<file path="config.mk">
export PLATFORM = sky130hd
export DESIGN_NAME = forwarding_hazard_unit
export DESIGN_NICKNAME = d
export VERILOG_FILES = /design/src/rtl/forwarding_hazard_unit.sv
export SDC_FILE = /design/constraint.sdc
export NUM_CORES = 1
export LEC_CHECK = 0
export ABC_AREA = 1
export CELL_PAD_IN_SITES_DETAIL_PLACEMENT = 2
export CELL_PAD_IN_SITES_GLOBAL_PLACEMENT = 2
export CORE_ASPECT_RATIO = 0.6
export CORE_MARGIN = 4
export CORE_UTILIZATION = 26
export DETAILED_ROUTE_END_ITERATION = 7
export PLACE_DENSITY = 0.73
export REMOVE_ABC_BUFFERS = 1
export SYNTH_ARGS = -nofsm -noshare
export SYNTH_HDL_FRONTEND = slang
export SYNTH_SLANG_ARGS = --single-unit
</file>
<file path="constraint.sdc">
create_clock -name clock -period 1.5 [get_ports clock]
set_input_delay 0.3 -clock clock [delete_from_list [all_inputs] [get_ports clock]]
set_output_delay 0.3 -clock clock [all_outputs]
set_load 0.1 [all_outputs]
</file>
<file path="src/rtl/forwarding_hazard_unit.sv">
// Hazard controller for the 5-stage pipeline: EX-stage forward selects, load-use
// stall/bubble controls and a saturating stall counter, tracked via shadow EX/MEM state.
module forwarding_hazard_unit #(
  parameter int STALL_CNT_W = 16
) (
  input  logic                   clock,
  input  logic                   reset,
  input  logic [4:0]             ID_Rs_In,
  input  logic [4:0]             ID_Rt_In,
  input  logic                   ID_UsaRs_In,
  input  logic                   ID_UsaRt_In,
  input  logic                   ID_ALUSrc_In,
  input  logic                   ID_RegWrite_In,
  input  logic                   ID_MemRead_In,
  input  logic [4:0]             ID_Dest_In,
  input  logic                   Flush_In,
  output logic [1:0]             Saida_ForwardA_Out,
  output logic [1:0]             Saida_ForwardB_Out,
  output logic [1:0]             Saida_ForwardStore_Out,
  output logic                   PC_Write_Out,
  output logic                   IFID_Write_Out,
  output logic                   IDEX_Bubble_Out,
  output logic [STALL_CNT_W-1:0] Stall_Count_Out
);

  // WB-stage producers need no tracking: the register file writes before it reads.
  logic                   ex_valid, ex_rw, ex_mr;
  logic [4:0]             ex_dest;
  logic                   mem_valid, mem_rw;
  logic [4:0]             mem_dest;

  logic [1:0]             fwd_a, fwd_b, fwd_s;
  logic [STALL_CNT_W-1:0] stall_cnt;

  logic                   ex_hit_rs, ex_hit_rt, mem_hit_rs, mem_hit_rt;
  logic                   load_use, stall, bubble;
  logic [1:0]             sel_rs, sel_rt;
  logic [1:0]             fwd_a_d, fwd_b_d, fwd_s_d;

  always_comb begin
    ex_hit_rs  = ex_valid  & ex_rw  & (ex_dest  == ID_Rs_In) & (ID_Rs_In != 5'd0);
    ex_hit_rt  = ex_valid  & ex_rw  & (ex_dest  == ID_Rt_In) & (ID_Rt_In != 5'd0);
    mem_hit_rs = mem_valid & mem_rw & (mem_dest == ID_Rs_In) & (ID_Rs_In != 5'd0);
    mem_hit_rt = mem_valid & mem_rw & (mem_dest == ID_Rt_In) & (ID_Rt_In != 5'd0);

    load_use = ex_mr & ((ID_UsaRs_In & ex_hit_rs) | (ID_UsaRt_In & ex_hit_rt));
    stall    = load_use & ~Flush_In;
    bubble   = stall | Flush_In;

    // Youngest producer wins; a load still in EX cannot supply a value yet.
    sel_rs = 2'b00;
    if (ex_hit_rs & ~ex_mr) sel_rs = 2'b10;
    else if (mem_hit_rs)    sel_rs = 2'b11;
    sel_rt = 2'b00;
    if (ex_hit_rt & ~ex_mr) sel_rt = 2'b10;
    else if (mem_hit_rt)    sel_rt = 2'b11;

    fwd_a_d = ID_UsaRs_In                   ? sel_rs : 2'b00;
    fwd_b_d = (ID_UsaRt_In & ~ID_ALUSrc_In) ? sel_rt : 2'b00;
    fwd_s_d = ID_UsaRt_In                   ? sel_rt : 2'b00;
  end

  always_ff @(posedge clock or negedge reset) begin
    if (!reset) begin
      ex_valid  <= 1'b0;
      ex_rw     <= 1'b0;
      ex_mr     <= 1'b0;
      ex_dest   <= 5'd0;
      mem_valid <= 1'b0;
      mem_rw    <= 1'b0;
      mem_dest  <= 5'd0;
      fwd_a     <= 2'b00;
      fwd_b     <= 2'b00;
      fwd_s     <= 2'b00;
      stall_cnt <= '0;
    end else begin
      mem_valid <= ex_valid;
      mem_rw    <= ex_rw;
      mem_dest  <= ex_dest;
      ex_valid  <= ~bubble;
      ex_rw     <= ID_RegWrite_In;
      ex_mr     <= ID_MemRead_In;
      ex_dest   <= ID_Dest_In;
      fwd_a     <= bubble ? 2'b00 : fwd_a_d;
      fwd_b     <= bubble ? 2'b00 : fwd_b_d;
      fwd_s     <= bubble ? 2'b00 : fwd_s_d;
      if (stall && (stall_cnt != '1))
        stall_cnt <= stall_cnt + 1'b1;
    end
  end

  assign Saida_ForwardA_Out     = fwd_a;
  assign Saida_ForwardB_Out     = fwd_b;
  assign Saida_ForwardStore_Out = fwd_s;
  assign PC_Write_Out           = ~stall;
  assign IFID_Write_Out         = ~stall;
  assign IDEX_Bubble_Out        = bubble;
  assign Stall_Count_Out        = stall_cnt;

endmodule
</file>
Word-level counts from Yosys, hierarchy flattened. Index checks and enable logic that the tools add are counted.

Flip-flop bits (word level): 37. Bits of input ports: 23. Word-level logic and storage cells: 54. Output and inout port bits: 25.

Multiplexer cells: 10. Add/subtract/negate cells: 1. Reductions and logical operators: 3. Equality and inequality tests: 5. Bitwise gates (word level): 24.

Operators by type and width (count): $eq A5 B5 Y1 (4); $mux W2 (10); $and A1 B1 Y1 (17); $add A16 B1 Y16 const B (1); $ne A16 B16 Y1 const B (1); $reduce_bool A5 Y1 (2); $not A1 Y1 (5); $or A1 B1 Y1 (2); $logic_and A1 B1 Y1 (1).

Depth between registers and ports, before layout.
Word-level depth: 9. Depth in mapped cells: 13. Depth with buffers taken out: 12.

Worst setup path before layout. Ideal clock, no wire load.

Path type: flip-flop to flip-flop. From: register stall_cnt[0] (netlist: Stall_Count_Out[0]). To: register stall_cnt[2] (netlist: Stall_Count_Out[2]). Period minus slack after synthesis: 2.519 ns. Setup time: 0.119 ns. Slack: -1.019 ns. Arrival: 2.400 ns. Buffers on the path: 1. Data required time: 1.381 ns. Stages on the path, launching flop included: 12. Cell sequence: dfrtp_1 ha_1 nand3_2 nor2_4 nand3_2 nor2_4 nand3_2 clkinv_2 nor2_8 buf_12 nand2_2 nand2_2.

Cells in the longest elaborated chain, start to end: 2. Elaborated cells between the ends (all ways): 3. Those cells by class: add/sub: 1; eq/ne: 1; reduce/logical: 1.

RTL lines: from (decl) (RTL line 33) `logic [STALL_CNT_W-1:0] stall_cnt;`; from (signal assigned) (RTL line 88) `stall_cnt <= stall_cnt + 1'b1;`; branches (longest 2 deep; another with $add A16 B1 Y16).

Several ways; the timed one is not identified. A chain may end at the register's enable or synchronous reset.

Worst setup path in the final report.
From: register ex_dest[0]. To: output port IDEX_Bubble_Out.

Cells in the longest elaborated chain, start to end: 8. Elaborated cells between the ends (all ways): 12. Those cells by class: eq/ne: 2; bitwise: 10.

RTL lines: from (decl) (RTL line 28) `logic [4:0] ex_dest;`; from (signal assigned) (RTL line 83) `ex_dest <= ID_Dest_In;`; $eq A5 B5 Y1 (on tied branches) (RTL line 41, 42); $and A1 B1 Y1 (on tied branches) (2 in series) (RTL line 41, 42); $and A1 B1 Y1 (RTL line 46) `load_use = ex_mr & ((ID_UsaRs_In & ex_hit_rs) | (ID_UsaRt_In & ex_hit_rt));`; $or A1 B1 Y1 (*) (RTL line 46); $and A1 B1 Y1 (*) (RTL line 46); $and A1 B1 Y1 (*) (RTL line 47) `stall = load_use & ~Flush_In;`; $or A1 B1 Y1 (*) (RTL line 48) `bubble = stall | Flush_In;`; to (decl) (RTL line 22) `output logic IDEX_Bubble_Out,`.

Every way passes the cells marked *; elsewhere a longest branch is shown, timed or not.

==> implementation parameters <==
Parameter                              Value

Run status
  Status ... finished with violations
  Violations in the final reports ... negative setup slack

GRT
  Initial antenna violation count ... 0
  Global-route wire length before repair ... 15100 um
  Via count of the first global-routing pass ... 2465
  GRT Overall Usage ... 0.217
  Maximum number of pins on one net before global-route repair ... 22
  Total gr overflow ... 0

STA
  Max_slew headroom ... 0.663
  Worst clock skew on the final layout ... 0.0109 ns
  Unrepaired setup endpoints after global routing ... yes
  Tightest Pin Transition ... 0.505 ns
  Period utilization ... 1.42
  Final sum of negative setup slack ... -11.82 ns
  Post-layout min period ... 2.13 ns
  Number of setup violations in the final report ... 26
  Worst setup margin ... -0.634 ns
  Highest achievable clock rate ... 469 MHz
  Final Hold Fails ... 0
  Final-report max-slew violation count ... 0

Yosys
  Number of enable flip-flop cells after synthesis ... 0
  Part of the Yosys area used for sequential elements ... 0.451
  Number of synthesized register bits ... 37
  Avg Inst Size Synth ... 8.25 um^2
  Cell Area, Synth ... 2050 um^2
  Most common cell in the netlist ... nand2_1
  Most used standard cells in the synthesized netlist ... nand2_1 (80), dfrtp_1 (37), inv_1 (29)
  Mapped Cells ... 249
  Most area-consuming cells after synthesis ... dfrtp_1 (45%), nand2_1 (15%), nand2_2 (5.5%)
  Fraction of registers with async set/reset ... 1.00
  Fraction of post-synthesis cell area in the top cell type by area ... 0.451
  Number of library cell types mapped by synthesis ... 28
  Post-synth top flop ... dfrtp_1
  Yosys synthesis warning count ... 0
  Cell accounting for the most synthesized area ... dfrtp_1

Worst hold path
  Hold Crit Class ... reg2reg

Die
  Number of top-level pins ... 48
  Die H ... 76.9 um
  Core area ... 7480 um^2
  Die ar. ... 9430 um^2
  Number of placement rows ... 24
  Starting density of the core ... 0.275
  Die Width ... 123 um

Placed design
  Area of placed instances ... 3220 um^2
  Routability cong. ... 0.839
  Buffers added on ports ... 47
  Post-Place Worst Slack ... -0.771 ns
  Post-detail-place hpwl ... 6190 um

Finish
  Final cell area excluding filler cells ... 3690 um^2
  Count of nets after finishing ... 383
  Filler cell count in the final layout ... 793
  Utilization of the core after routing ... 0.494
  Proportion of layout cells with a drive suffix above 1 ... 0.474
  Area growth from synthesis to layout ... 79.8%
  Ant diodes ... 0

Detailed routing
  Routed WL per cell ... 23.8 um
  Count of nets left with antenna violations after detail routing ... 0
  Via count ... 2176
  Drc violations ... 0
  Total length of routed wires ... 11000 um
  1st-pass router iterations ... 4
  Starting DRC count in detailed routing ... 121
  Detail-routed via count per cell ... 4.70

Critical path
  Worst path most repeated cell ... nand2_4
  CP max stage delay ... 0.44 ns
  Cell breakdown of the critical path ... buf_4 -> nand2_1 -> nand3_2 -> nor2_4 -> nand3_2 -> nand2_4 -> nand2_4 -> nand2_4 -> buf_12
  Kind of end point of the critical path ... output pin
  Family with the most delay on the worst path ... simple AND/OR/NAND/NOR gates
  Kind of critical path ... reg2out
  Buffer and inverter count on the worst path ... 2
  Startpoint types ... register
  Required time of the critical path ... 1.20 ns
  Data arrival at the endpoint of the critical path ... 1.83 ns
  Critical-path top delay cell ... dfrtp_1
  CP max FO ... 4

Clock network
  Worst-path clk slew ... 0.06 ns
  CTS tree ... yes
  Clock Tree Buf Depth ... 2
  H-tree depth ... 2
  Total clock sinks ... 37
  Total CTS buffers ... 5
  Root Buffer ... clkbuf_16
  Latest clock arrival within the worst-skew pair ... 0.29 ns

Power and ir drop
  Maximum vdd ir drop ... 0.000394 V
  Total power per unit cell area ... 689 nW/um^2
  Static leakage power ... 1.93 nW

Flow run
  Max-cap viol count ... 0
-- area by class of cell --
cell class,count,area (um^2),area share
clock buffers,7,143,0.0386
inverters,32,121,0.0328
multi-input cells,177,1150,0.311
flip-flops and latches,37,931,0.252
well taps,104,130,0.0352
repair buffers,106,1220,0.331
-- cell families (layout without fill, tap and decap cells) --
logic type | after synthesis | after routing | share of synthesized area
xor gates and xnor gates | 19 | 19 | 0.0810
adders and majority gates | 1 | 1 | 0.00609
AOI/OAI and AO/OA | 9 | 9 | 0.0225
buffers and inverters | 35 | 145 | 0.0798
and+or+nand+nor | 148 | 148 | 0.360
DFF | 37 | 37 | 0.451
-- path summary, 6_finish.rpt --
path / end / slack [ns] / from / depth (start not counted)
max in group asynchronous: ex_dest[1]$_DFF_PN0_ / 0.46 / reset / 3
max reg2reg: Saida_ForwardStore_Out[0]$_DFF_PN0_ / -0.54 / ex_dest[0]$_DFF_PN0_ / 12
min reg2reg: mem_valid$_DFF_PN0_ / 0.41 / ex_valid$_DFF_PN0_ / 0
min: mem_valid$_DFF_PN0_ / 0.41 / ex_valid$_DFF_PN0_ / 0
min in group asynchronous: mem_dest[2]$_DFF_PN0_ / 0.51 / reset / 2
max: IDEX_Bubble_Out / -0.63 / ex_dest[0]$_DFF_PN0_ / 9
-- state kept, by name, indices dropped and copies added, names as in the netlist --
name / cells
Stall_Count_Out: 16
ex_dest: 5
mem_dest: 5
Saida_ForwardA_Out: 2
Saida_ForwardB_Out: 2
Saida_ForwardStore_Out: 2
ex_mr: 1
ex_rw: 1
ex_valid: 1
mem_rw: 1
mem_valid: 1
-- cell usage in the layout (no fill, tap or decap), drive strengths merged, types with 2 or more instances in the layout --
cell type       n
clkdlybuf4s50  11
nand3          14
nand4           5
xnor2           8
buf            84
o21ai           7
dfrtp          37
nand3b          2
xor2           11
dlygate4sd2     9
nor2           24
clkbuf          7
inv            31
nor3            4
nand2          99
-- power by group --
part           internal (mW)  switching (mW)
sequential              1.02          0.0322
clock                  0.654           0.441
combinational          0.161           0.231
-- per-stage QoR --
stage                     power (mW)  std cells  hold WS, ns
after floorplan                 1.18        246      0.00441
after global placement          1.37        438        0.272
after detailed placement        1.38        438        0.276
after CTS                       2.49        459        0.393
after global routing            2.64        463        0.424
final                           2.54        463        0.405
-- timing repair --
item                       4_1_cts  5_1_grt
setup buffers                   14       10
gates cloned                     1        0
hold endpoints to repair        16        0
pin swaps                       14       22
gates resized for setup         39       44
setup endpoints to repair       26       26
hold buffers                     1        0
-- per-layer routing --
| metal | part of all wire | GRT usage | up-vias |
|---|---|---|---|
| li1 | - | - | 977 |
| met1 | 0.42 | 0.276 | 1101 |
| met2 | 0.50 | 0.370 | 69 |
| met3 | 0.052 | 0.0493 | 29 |
| met4 | 0.035 | 0.0559 | 0 |
| met5 | 0 | 0 | - |
(Power assumes the default switching activity.)
